==> src/rtl/imem_prog_ctrl_if.sv <==
// Purpose: bundles the fetch, UART and instruction-memory signals of imem_prog_ctrl.
// Latency: none (wiring only).
// Backpressure: none; UART bytes are strobes and are never stalled.
interface imem_prog_ctrl_if;
    logic        prog_start;
    logic        rx_valid;
    logic [7:0]  rx_data;
    logic [31:0] fetch_addr;
    logic        fetch_en;
    logic [31:0] imem_addr;
    logic        imem_en;
    logic        imem_we;
    logic [31:0] imem_wdata;
    logic        memcon_prog_ena;
    logic        prog_busy;
    logic        prog_done;
    logic        prog_err;
    logic [31:0] words_written;

    // Controller side
    modport master (
        input  prog_start, rx_valid, rx_data, fetch_addr, fetch_en,
        output imem_addr, imem_en, imem_we, imem_wdata,
        output memcon_prog_ena, prog_busy, prog_done, prog_err, words_written
    );

    // Environment side (fetch unit, UART, memory, host)
    modport slave (
        output prog_start, rx_valid, rx_data, fetch_addr, fetch_en,
        input  imem_addr, imem_en, imem_we, imem_wdata,
        input  memcon_prog_ena, prog_busy, prog_done, prog_err, words_written
    );
endinterface

==> src/rtl/imem_prog_ctrl.sv <==
// Purpose: arbitrates the imem port between fetch and a UART loader that writes N LE words from BASE_ADDR.
// Latency: prog_start -> memcon_prog_ena 1 cycle; 4th byte of a word -> write strobe 1 cycle.
// Backpressure: none; every UART byte is absorbed. Optional checksum stage: IMEM_PROG_CHECKSUM_EN.
module imem_prog_ctrl #(
    parameter int          IMEM_WORDS     = 4096,
    parameter logic [31:0] BASE_ADDR      = 32'h0000_0000,
    parameter int          TIMEOUT_CYCLES = 1000000
) (
    input  logic              clk,
    input  logic              Rst,
    imem_prog_ctrl_if.master  bus
);

`ifdef IMEM_PROG_CHECKSUM_EN
    typedef enum logic [2:0] {S_IDLE, S_LEN, S_DATA, S_WRITE, S_CHK, S_DONE} state_t;
`else
    typedef enum logic [2:0] {S_IDLE, S_LEN, S_DATA, S_WRITE, S_DONE} state_t;
`endif

    localparam logic [31:0] MAX_WORDS = 32'(IMEM_WORDS);
    localparam logic [31:0] TMO_LAST  = 32'(TIMEOUT_CYCLES - 1);

    state_t      state_q, state_d;
    logic [1:0]  idx_q, idx_d;       // byte position within the word being assembled
    logic [23:0] asm_q, asm_d;       // bytes 0..2; byte 3 is taken straight from rx_data
    logic [31:0] word_q, word_d;     // completed word presented during WRITE
    logic [31:0] len_q, len_d;
    logic [31:0] ww_q, ww_d;
    logic        err_q, err_d;
    logic [31:0] tmo_q, tmo_d;
    logic        busy_q, busy_d;
`ifdef IMEM_PROG_CHECKSUM_EN
    logic [31:0] sum_q, sum_d;
`endif

    logic [31:0] full_word;
    logic        last_byte;
    logic        collecting;
    logic        counting;
    logic [31:0] ww_inc;

    // Next-state: byte assembly, session FSM and idle timeout
    always_comb begin
        state_d = state_q;
        idx_d   = idx_q;
        asm_d   = asm_q;
        word_d  = word_q;
        len_d   = len_q;
        ww_d    = ww_q;
        err_d   = err_q;
        tmo_d   = tmo_q;
`ifdef IMEM_PROG_CHECKSUM_EN
        sum_d   = sum_q;
`endif
        full_word  = {bus.rx_data, asm_q};
        last_byte  = bus.rx_valid && (idx_q == 2'd3);
        ww_inc     = ww_q + 32'd1;
        collecting = (state_q != S_IDLE) && (state_q != S_DONE);
`ifdef IMEM_PROG_CHECKSUM_EN
        counting   = (state_q == S_LEN) || (state_q == S_DATA) || (state_q == S_CHK);
`else
        counting   = (state_q == S_LEN) || (state_q == S_DATA);
`endif

        // WRITE also collects, so a byte landing during the write starts the next word
        if (collecting && bus.rx_valid) begin
            case (idx_q)
                2'd0:    asm_d[7:0]   = bus.rx_data;
                2'd1:    asm_d[15:8]  = bus.rx_data;
                2'd2:    asm_d[23:16] = bus.rx_data;
                default: asm_d        = asm_q;
            endcase
            idx_d = idx_q + 2'd1;
        end

        case (state_q)
            S_IDLE: begin
                if (bus.prog_start) begin
                    state_d = S_LEN;
                    err_d   = 1'b0;
                    ww_d    = '0;
                    idx_d   = '0;
                    asm_d   = '0;
                    tmo_d   = '0;
`ifdef IMEM_PROG_CHECKSUM_EN
                    sum_d   = '0;
`endif
                end
            end
            S_LEN: begin
                if (last_byte) begin
                    if (full_word == 32'd0) begin
                        state_d = S_DONE;
                    end else if (full_word > MAX_WORDS) begin
                        err_d   = 1'b1;
                        state_d = S_DONE;
                    end else begin
                        len_d   = full_word;
                        state_d = S_DATA;
                    end
                end
            end
            S_DATA: begin
                if (last_byte) begin
                    word_d  = full_word;
                    state_d = S_WRITE;
                end
            end
            S_WRITE: begin
                ww_d = ww_inc;
`ifdef IMEM_PROG_CHECKSUM_EN
                sum_d   = sum_q + word_q;
                state_d = (ww_inc == len_q) ? S_CHK : S_DATA;
`else
                state_d = (ww_inc == len_q) ? S_DONE : S_DATA;
`endif
            end
`ifdef IMEM_PROG_CHECKSUM_EN
            S_CHK: begin
                if (last_byte) begin
                    if (full_word != sum_q) err_d = 1'b1;
                    state_d = S_DONE;
                end
            end
`endif
            S_DONE: begin
                state_d = S_IDLE;
            end
            default: begin
                state_d = S_IDLE;
            end
        endcase

        // Idle counter: any byte restarts it; expiry abandons the session, keeping written words
        if (counting) begin
            if (bus.rx_valid) begin
                tmo_d = '0;
            end else if (tmo_q == TMO_LAST) begin
                err_d   = 1'b1;
                state_d = S_DONE;
            end else begin
                tmo_d = tmo_q + 32'd1;
            end
        end else if ((state_q == S_WRITE) && bus.rx_valid) begin
            tmo_d = '0;
        end

        busy_d = (state_d != S_IDLE);
    end

    // State registers with synchronous reset; reset drops any partially assembled word
    always_ff @(posedge clk) begin
        if (Rst) begin
            state_q <= S_IDLE;
            idx_q   <= '0;
            asm_q   <= '0;
            word_q  <= '0;
            len_q   <= '0;
            ww_q    <= '0;
            err_q   <= 1'b0;
            tmo_q   <= '0;
            busy_q  <= 1'b0;
`ifdef IMEM_PROG_CHECKSUM_EN
            sum_q   <= '0;
`endif
        end else begin
            state_q <= state_d;
            idx_q   <= idx_d;
            asm_q   <= asm_d;
            word_q  <= word_d;
            len_q   <= len_d;
            ww_q    <= ww_d;
            err_q   <= err_d;
            tmo_q   <= tmo_d;
            busy_q  <= busy_d;
`ifdef IMEM_PROG_CHECKSUM_EN
            sum_q   <= sum_d;
`endif
        end
    end

    // Port mux: fetch owns the memory only while idle
    always_comb begin
        if (state_q == S_IDLE) begin
            bus.imem_addr = bus.fetch_addr;
            bus.imem_en   = bus.fetch_en;
            bus.imem_we   = 1'b0;
        end else begin
            bus.imem_addr = BASE_ADDR + {ww_q[29:0], 2'b00};
            bus.imem_en   = (state_q == S_WRITE);
            bus.imem_we   = (state_q == S_WRITE);
        end
        bus.imem_wdata      = word_q;
        bus.memcon_prog_ena = busy_q;
        bus.prog_busy       = busy_q;
        bus.prog_done       = (state_q == S_DONE);
        bus.prog_err        = err_q;
        bus.words_written   = ww_q;
    end

endmodule

==> src/flat_wrapper.sv <==
// flat-port wrapper written by rule: the top's interface ports become plain ports
module imem_prog_ctrl_flat 
#(
    parameter int          IMEM_WORDS     = 4096,
    parameter logic [31:0] BASE_ADDR      = 32'h0000_0000,
    parameter int          TIMEOUT_CYCLES = 1000000
)
  (clk, Rst, bus_prog_start, bus_rx_valid, bus_rx_data, bus_fetch_addr, bus_fetch_en, bus_imem_addr, bus_imem_en, bus_imem_we, bus_imem_wdata, bus_memcon_prog_ena, bus_prog_busy, bus_prog_done, bus_prog_err, bus_words_written);
  imem_prog_ctrl_if bus_i ();
  input  logic clk;
  input  logic Rst;
  input wire logic [$bits(bus_i.prog_start)-1:0] bus_prog_start;
  input wire logic [$bits(bus_i.rx_valid)-1:0] bus_rx_valid;
  input wire logic [$bits(bus_i.rx_data)-1:0] bus_rx_data;
  input wire logic [$bits(bus_i.fetch_addr)-1:0] bus_fetch_addr;
  input wire logic [$bits(bus_i.fetch_en)-1:0] bus_fetch_en;
  output wire logic [$bits(bus_i.imem_addr)-1:0] bus_imem_addr;
  output wire logic [$bits(bus_i.imem_en)-1:0] bus_imem_en;
  output wire logic [$bits(bus_i.imem_we)-1:0] bus_imem_we;
  output wire logic [$bits(bus_i.imem_wdata)-1:0] bus_imem_wdata;
  output wire logic [$bits(bus_i.memcon_prog_ena)-1:0] bus_memcon_prog_ena;
  output wire logic [$bits(bus_i.prog_busy)-1:0] bus_prog_busy;
  output wire logic [$bits(bus_i.prog_done)-1:0] bus_prog_done;
  output wire logic [$bits(bus_i.prog_err)-1:0] bus_prog_err;
  output wire logic [$bits(bus_i.words_written)-1:0] bus_words_written;
  assign bus_i.prog_start = bus_prog_start;
  assign bus_i.rx_valid = bus_rx_valid;
  assign bus_i.rx_data = bus_rx_data;
  assign bus_i.fetch_addr = bus_fetch_addr;
  assign bus_i.fetch_en = bus_fetch_en;
  assign bus_imem_addr = bus_i.imem_addr;
  assign bus_imem_en = bus_i.imem_en;
  assign bus_imem_we = bus_i.imem_we;
  assign bus_imem_wdata = bus_i.imem_wdata;
  assign bus_memcon_prog_ena = bus_i.memcon_prog_ena;
  assign bus_prog_busy = bus_i.prog_busy;
  assign bus_prog_done = bus_i.prog_done;
  assign bus_prog_err = bus_i.prog_err;
  assign bus_words_written = bus_i.words_written;
  imem_prog_ctrl #(.IMEM_WORDS(IMEM_WORDS), .BASE_ADDR(BASE_ADDR), .TIMEOUT_CYCLES(TIMEOUT_CYCLES)) u_core (.clk(clk), .Rst(Rst), .bus(bus_i));
endmodule
==> config.mk <==
export PLATFORM = sky130hd
export DESIGN_NAME = imem_prog_ctrl_flat
export DESIGN_NICKNAME = d
export VERILOG_FILES = /design/src/rtl/imem_prog_ctrl_if.sv /design/src/rtl/imem_prog_ctrl.sv /design/src/flat_wrapper.sv
export SDC_FILE = /design/constraint.sdc
export NUM_CORES = 1
export LEC_CHECK = 0
export BUFFER_PORTS_ARGS = -buffer_cell sky130_fd_sc_hd__buf_2
export CORE_MARGIN = 4
export CORE_UTILIZATION = 60
export CTS_CLUSTER_SIZE = 28
export DETAILED_ROUTE_END_ITERATION = 8
export PLACE_DENSITY_LB_ADDON = 0.25
export SLEW_MARGIN = 20
export SYNTH_ARGS = -nofsm -noshare
export SYNTH_HDL_FRONTEND = slang
export SYNTH_SLANG_ARGS = --single-unit
==> constraint.sdc <==
create_clock -name clk -period 4.95 [get_ports clk]
set_input_delay 0.495 -clock clk [delete_from_list [all_inputs] [get_ports clk]]
set_output_delay 0.495 -clock clk [all_outputs]
set_load 0.005 [all_outputs]
# ---- After elaboration in Yosys (flattened, before gate mapping)
# Cells that the tools add are included.
# Widths: inputs -> output; s select.
dict set report word_totals {
  reg_bits 159
  in_bits 45
  out_inout_bits 102
  word_cells 78
}
dict set report classes {
  addsub 3
  magnitude_cmp 1
  eq_ne 11
  n_mux 38
  bitwise 2
  reduce_logical 14
}
# cell count
set ops {}
lappend ops {{$mux 32} 8}
lappend ops {{$mux 24} 3}
lappend ops {{$add 32x1->32 const B} 2}
lappend ops {{$pmux 32 s2} 1}
lappend ops {{$eq 32x20->1 const B} 1}
lappend ops {{$eq 32x32->1} 1}
lappend ops {{$gt 32x13->1 const B} 1}
lappend ops {{$logic_not 32->1} 1}
lappend ops {{$mux 3} 9}
lappend ops {{$mux 8} 3}
lappend ops {{$pmux 3 s4} 1}
lappend ops {{$mux 1} 9}
lappend ops {{$eq 3x2->1 const B} 2}
lappend ops {{$mux 2} 3}
lappend ops {{$reduce_bool 3->1} 2}
lappend ops {{$eq 2x2->1 const B} 2}
lappend ops {{$logic_and 1x1->1} 4}
lappend ops {{$reduce_and 2->1} 2}
lappend ops {{$reduce_and 4->1} 1}
lappend ops {{$eq 3x1->1 const B} 1}
lappend ops {{$eq 3x3->1 const B} 1}
lappend ops {{$logic_not 3->1} 1}
lappend ops {{$ne 3x3->1 const B} 1}
lappend ops {{$add 2x1->2 const B} 1}
lappend ops {{7 further kinds} 8}

# ---- Logic depth before layout (Yosys ltp)
dict set report depth {
  word_depth 9
  ltp_mapped 10
  ltp_nobuf 9
}

# ---- Worst setup path after synthesis
# OpenSTA, ideal clock, no wires.
dict set report synth_path {
  path_kind {flip-flop to flip-flop}
  start {register u_core.ww_q[1] (netlist: u_core.bus.words_written[1])}
  end {register u_core.busy_q (netlist: u_core.bus.memcon_prog_ena)}
  setup_time_ns 0.127
  arrival_ns 2.639
  required_ns 4.823
  setup_slack_ns 2.184
  stages_incl_launch_ff 10
  path_buffers 0
  synth_period_minus_slack_ns 2.766
  path_cell_list {dfxtp_1 > ha_1 > nand3_2 > nor3_2 > nand3_1 > or3_1 > a211oi_1 > nand4_1 > o31a_1 > or3_1}
}
dict set report synth_via {
  elab_chain_cells 8
}
# item line
set synth_rtl {}
lappend synth_rtl {{from (decl)} imem_prog_ctrl.sv:28} ;# logic [31:0] ww_q, ww_d;
lappend synth_rtl {{from (signal assigned)} imem_prog_ctrl.sv:172} ;# ww_q <= ww_d;
lappend synth_rtl {{$add 32x1->32 *} imem_prog_ctrl.sv:57} ;# ww_inc = ww_q + 32'd1;
lappend synth_rtl {{$eq 32x32->1 *} imem_prog_ctrl.sv:115} ;# state_d = (ww_inc == len_q) ? S_DONE : S_DATA;
lappend synth_rtl {{$mux 3 *} imem_prog_ctrl.sv:115}
lappend synth_rtl {{$pmux 3 s4 *} imem_prog_ctrl.sv:76} ;# case (state_q)
lappend synth_rtl {{$mux 3} imem_prog_ctrl.sv:138} ;# end else if (tmo_q == TMO_LAST) begin
lappend synth_rtl {{$mux 3} imem_prog_ctrl.sv:136} ;# if (bus.rx_valid) begin
lappend synth_rtl {{$mux 3 *} imem_prog_ctrl.sv:135} ;# if (counting) begin
lappend synth_rtl {{$reduce_bool 3->1 *} imem_prog_ctrl.sv:148} ;# busy_d = (state_d != S_IDLE);
lappend synth_rtl {{to (signal assigned)} imem_prog_ctrl.sv:175} ;# busy_q <= busy_d;
lappend synth_rtl {{to (decl)} imem_prog_ctrl.sv:31} ;# logic busy_q, busy_d;
# Mark *: on every way between the ends. The rest lies on a longest branch, timed or not.
# A chain may end at the register's enable or synchronous reset.

# ---- Final worst setup path
dict set report layout_path {
  start {register u_core.ww_q[0] (netlist: u_core.bus.words_written[0])}
  end {register u_core.busy_q (netlist: u_core.bus.memcon_prog_ena)}
}
# Same word-level chain as after synthesis.

==> impl_metrics.ini <==
[outcome]
outcome = complete, no violations

[power]
ir_worst_vdd_mv = 0.270
powerDensity_mw_per_mm2 = 286
cellLeakagePower_nw = 3.84

[clock_network]
postCtsHoldBufs = 0
clkSlewWorstSetupHoldPaths_ns = 0.07
cts_tree = yes
cts_root_buf = clkbuf_16
clk-insertion-delay-late_ns = 0.44
cts_made_buffers = 17
cts.sinks = 159
clockBufferDepth = 2
postCtsSetupBuffers = 0
htree_levels = 4
cts-resized-gates = 0

[yosys]
synth_top_area_share_pct = 38.4
yosysTopAreaCell = dfxtp_1
synth_fp_nets = 1113
synth_common_cells = 172 x nand2_1, 159 x dfxtp_1, 118 x a21oi_1, 92 x nor2_1, 54 x clkbuf_1
synth_edf_count = 0
seq_area_frac_synth_pct = 38.4
yosysWarnings = 0
ys_ff_latch = 159
yosysMostFrequentCell = nand2_1
syn-instance-count = 1062
synth.area.top_cells = dfxtp_1 38%, nand2_1 7.8%, a21oi_1 7.1%, nor2_1 4.2%, mux2_2 3.5%
ys_types = 61
syn_area_sq_mm = 0.00829
async_flop_share_pct = 0
syn_avg_cell_area_sq_um = 7.80
dominantRegCellSynth = dfxtp_1

[sta]
max_slew_margin_pct = 31.6
max_freq_ghz = 0.288
finalSetupTns_ns = 0
final_max_slew_viol_count = 0
period_needed_ns = 3.48
worst_slack_ns = 1.47
rsz0062_at_grt = false
setup_violations = 0
fin_skew_ns = 0.00822
period_share_pct = 70.2
hold_viol = 0
holdWs_ns = 0.340
worstMarginPinSlew_ns = 1.02

[placement]
globalplace.congestion = 0.938
io_buffers = 146
place_inst = 1312
pre_cts_ws_ns = 1.57
dpl.hpwl_um = 15300

[cells_and_area]
drive_gt1_share_pct = 19.9
area_growth_syn_to_layout_pct = 15.3
fillers = 1118
fin_cells = 1344
multi_input_area_sq_mm = 0.00475
seqCellArea_sq_mm = 0.00318
nNetsFinal = 1206

[critical_path]
timing.rr.start = u_core.bus.words_written[0]
cp-startpoint = u_core.bus.words_written[0]
end_kind = flop
cp_data_required_time_ns = 5.27
arrival_ns = 3.80
path_class = reg -> reg
cp-start-kind = flop
crit_fanout = 14

[floorplan]
pin_count = 147
design.core.area_sq_mm = 0.0134
dieHeight_um = 126
num_rows = 42
dieArea_sq_mm = 0.0158
die_w_um = 126
initial_core_util_pct = 61.8

[hold_path]
hp-start = bus_rx_data[3]
hp-class = in -> reg

[routing]
drt_iter0_drc = 823
drt-pass1-iter-count = 5
post_drt_wl_per_cell_um = 16.9
ant_nets = 0
drcViolationCount = 0
avgViaCountPerCell = 6.15
vias = 8260
wl_um = 22700

[grt]
grt_overflow_total = 0
use_met3_pct = 7.25
grt_max_degree = 77
grt-busiest-layer = met2
grtUsageMet1_pct = 38.3
grt_pass1_vias = 7388
antenna_found_initial = 1
grt_pass1_wl_um = 37000
gr-usage-met2_pct = 43.6
grtUsageTotal_pct = 28.0

[run]
drv_cap = 0
## report_power, final
group / leakage (nW) / internal (mW) / switching (mW) / total [mW]
logic: 2.28 / 0.0612 / 0.0977 / 0.159
clock network: 0.280 / 0.707 / 0.581 / 1.29
registers: 1.28 / 1.28 / 0.00561 / 1.29
total: 3.84 / 2.05 / 0.684 / 2.73
## final timing paths
| kind | slack (ns) | depth (start not counted) | end |
|---|---|---|---|
| min | 0.34 | 3 | u_core.bus.imem_wdata[27] |
| max reg2reg | 1.47 | 9 | u_core.bus.memcon_prog_ena |
| min reg2reg | 0.45 | 2 | u_core.bus.imem_wdata[23] |
| max | 1.47 | 9 | u_core.bus.memcon_prog_ena |
## flip-flops by register name, indices dropped and copies added (netlist names)
name and cells:
u_core.bus.imem_wdata 32, u_core.idx_q 2, u_core.bus.words_written 32, u_core.tmo_q 32
u_core.len_q 32, u_core.asm_q 24, u_core.bus.memcon_prog_ena 1, u_core.state_q 3
u_core.bus.prog_err 1
## final cells by class
cell class / count / share of cell area [%]
flip-flops and latches: 159 / 33.3
multi-input cells: 812 / 49.7
well taps: 176 / 2.31
repair buffers: 153 / 8.23
clock inverters: 14 / 1.51
diodes: 1 / 0.0262
clock buffers: 17 / 4.45
inverters: 12 / 0.472
## critical path, stage by stage (launching register included)
cell and delay [ns]:
dfxtp_1 0.52, ha_1 0.35, nand3_2 0.20, nor3_2 0.70, and4_1 0.31, o22ai_1 0.09
nor4_1 0.31, nand4_1 0.20, o31a_1 0.33, or3_1 0.36
## stage by stage
step | instance area [sq um] | util (%) | power, mW
6_report | 9550 | 71.3 | 2.73
5_1_grt | 9550 | 71.3 | 2.82
4_1_cts | 9550 | 71.2 | 2.74
3_5_place_dp | 8980 | 67.0 | 1.47
3_3_place_gp | 8980 | 67.0 | 1.47
2_1_floorplan | 8290 | - | 1.41
## layer usage
metal	vias up	part of all wire (%)	routed length (um)
met2	388	46	10400
met4	0	2.3	523
met1	3864	43	9750
li1	3965	-	-
met3	43	9.2	2090
met5	-	0	0
## cell families (layout without fill, tap and decap cells)
logic type,Yosys count,in the layout,share of synthesized area [%]
AO/OA/AOI/OAI,235,235,16.5
XOR/XNOR,45,45,4.76
adder cells (fa/ha/maj),6,6,0.906
buffers and inverters,91,196,4.47
flip-flops,159,159,38.4
multiplexers,40,40,5.22
other,0,1,0
AND/OR/NAND/NOR,486,486,29.7
## placed cells by master, fill, tap and decap left out, types with 17 or more instances in the layout
cell	Yosys	layout
buf_2	17	145
nor2_1	92	92
nor4_1	27	27
xor2_1	19	19
clkbuf_16	0	17
o21ai_0	47	47
nand2_1	172	172
dfxtp_1	159	159
nand4_1	18	18
xnor2_1	26	26
nand3_1	48	48
mux2_2	26	26
nor3_1	21	19
and2_1	27	27
a21oi_1	118	118
Power figures use the tool's default switching activity.
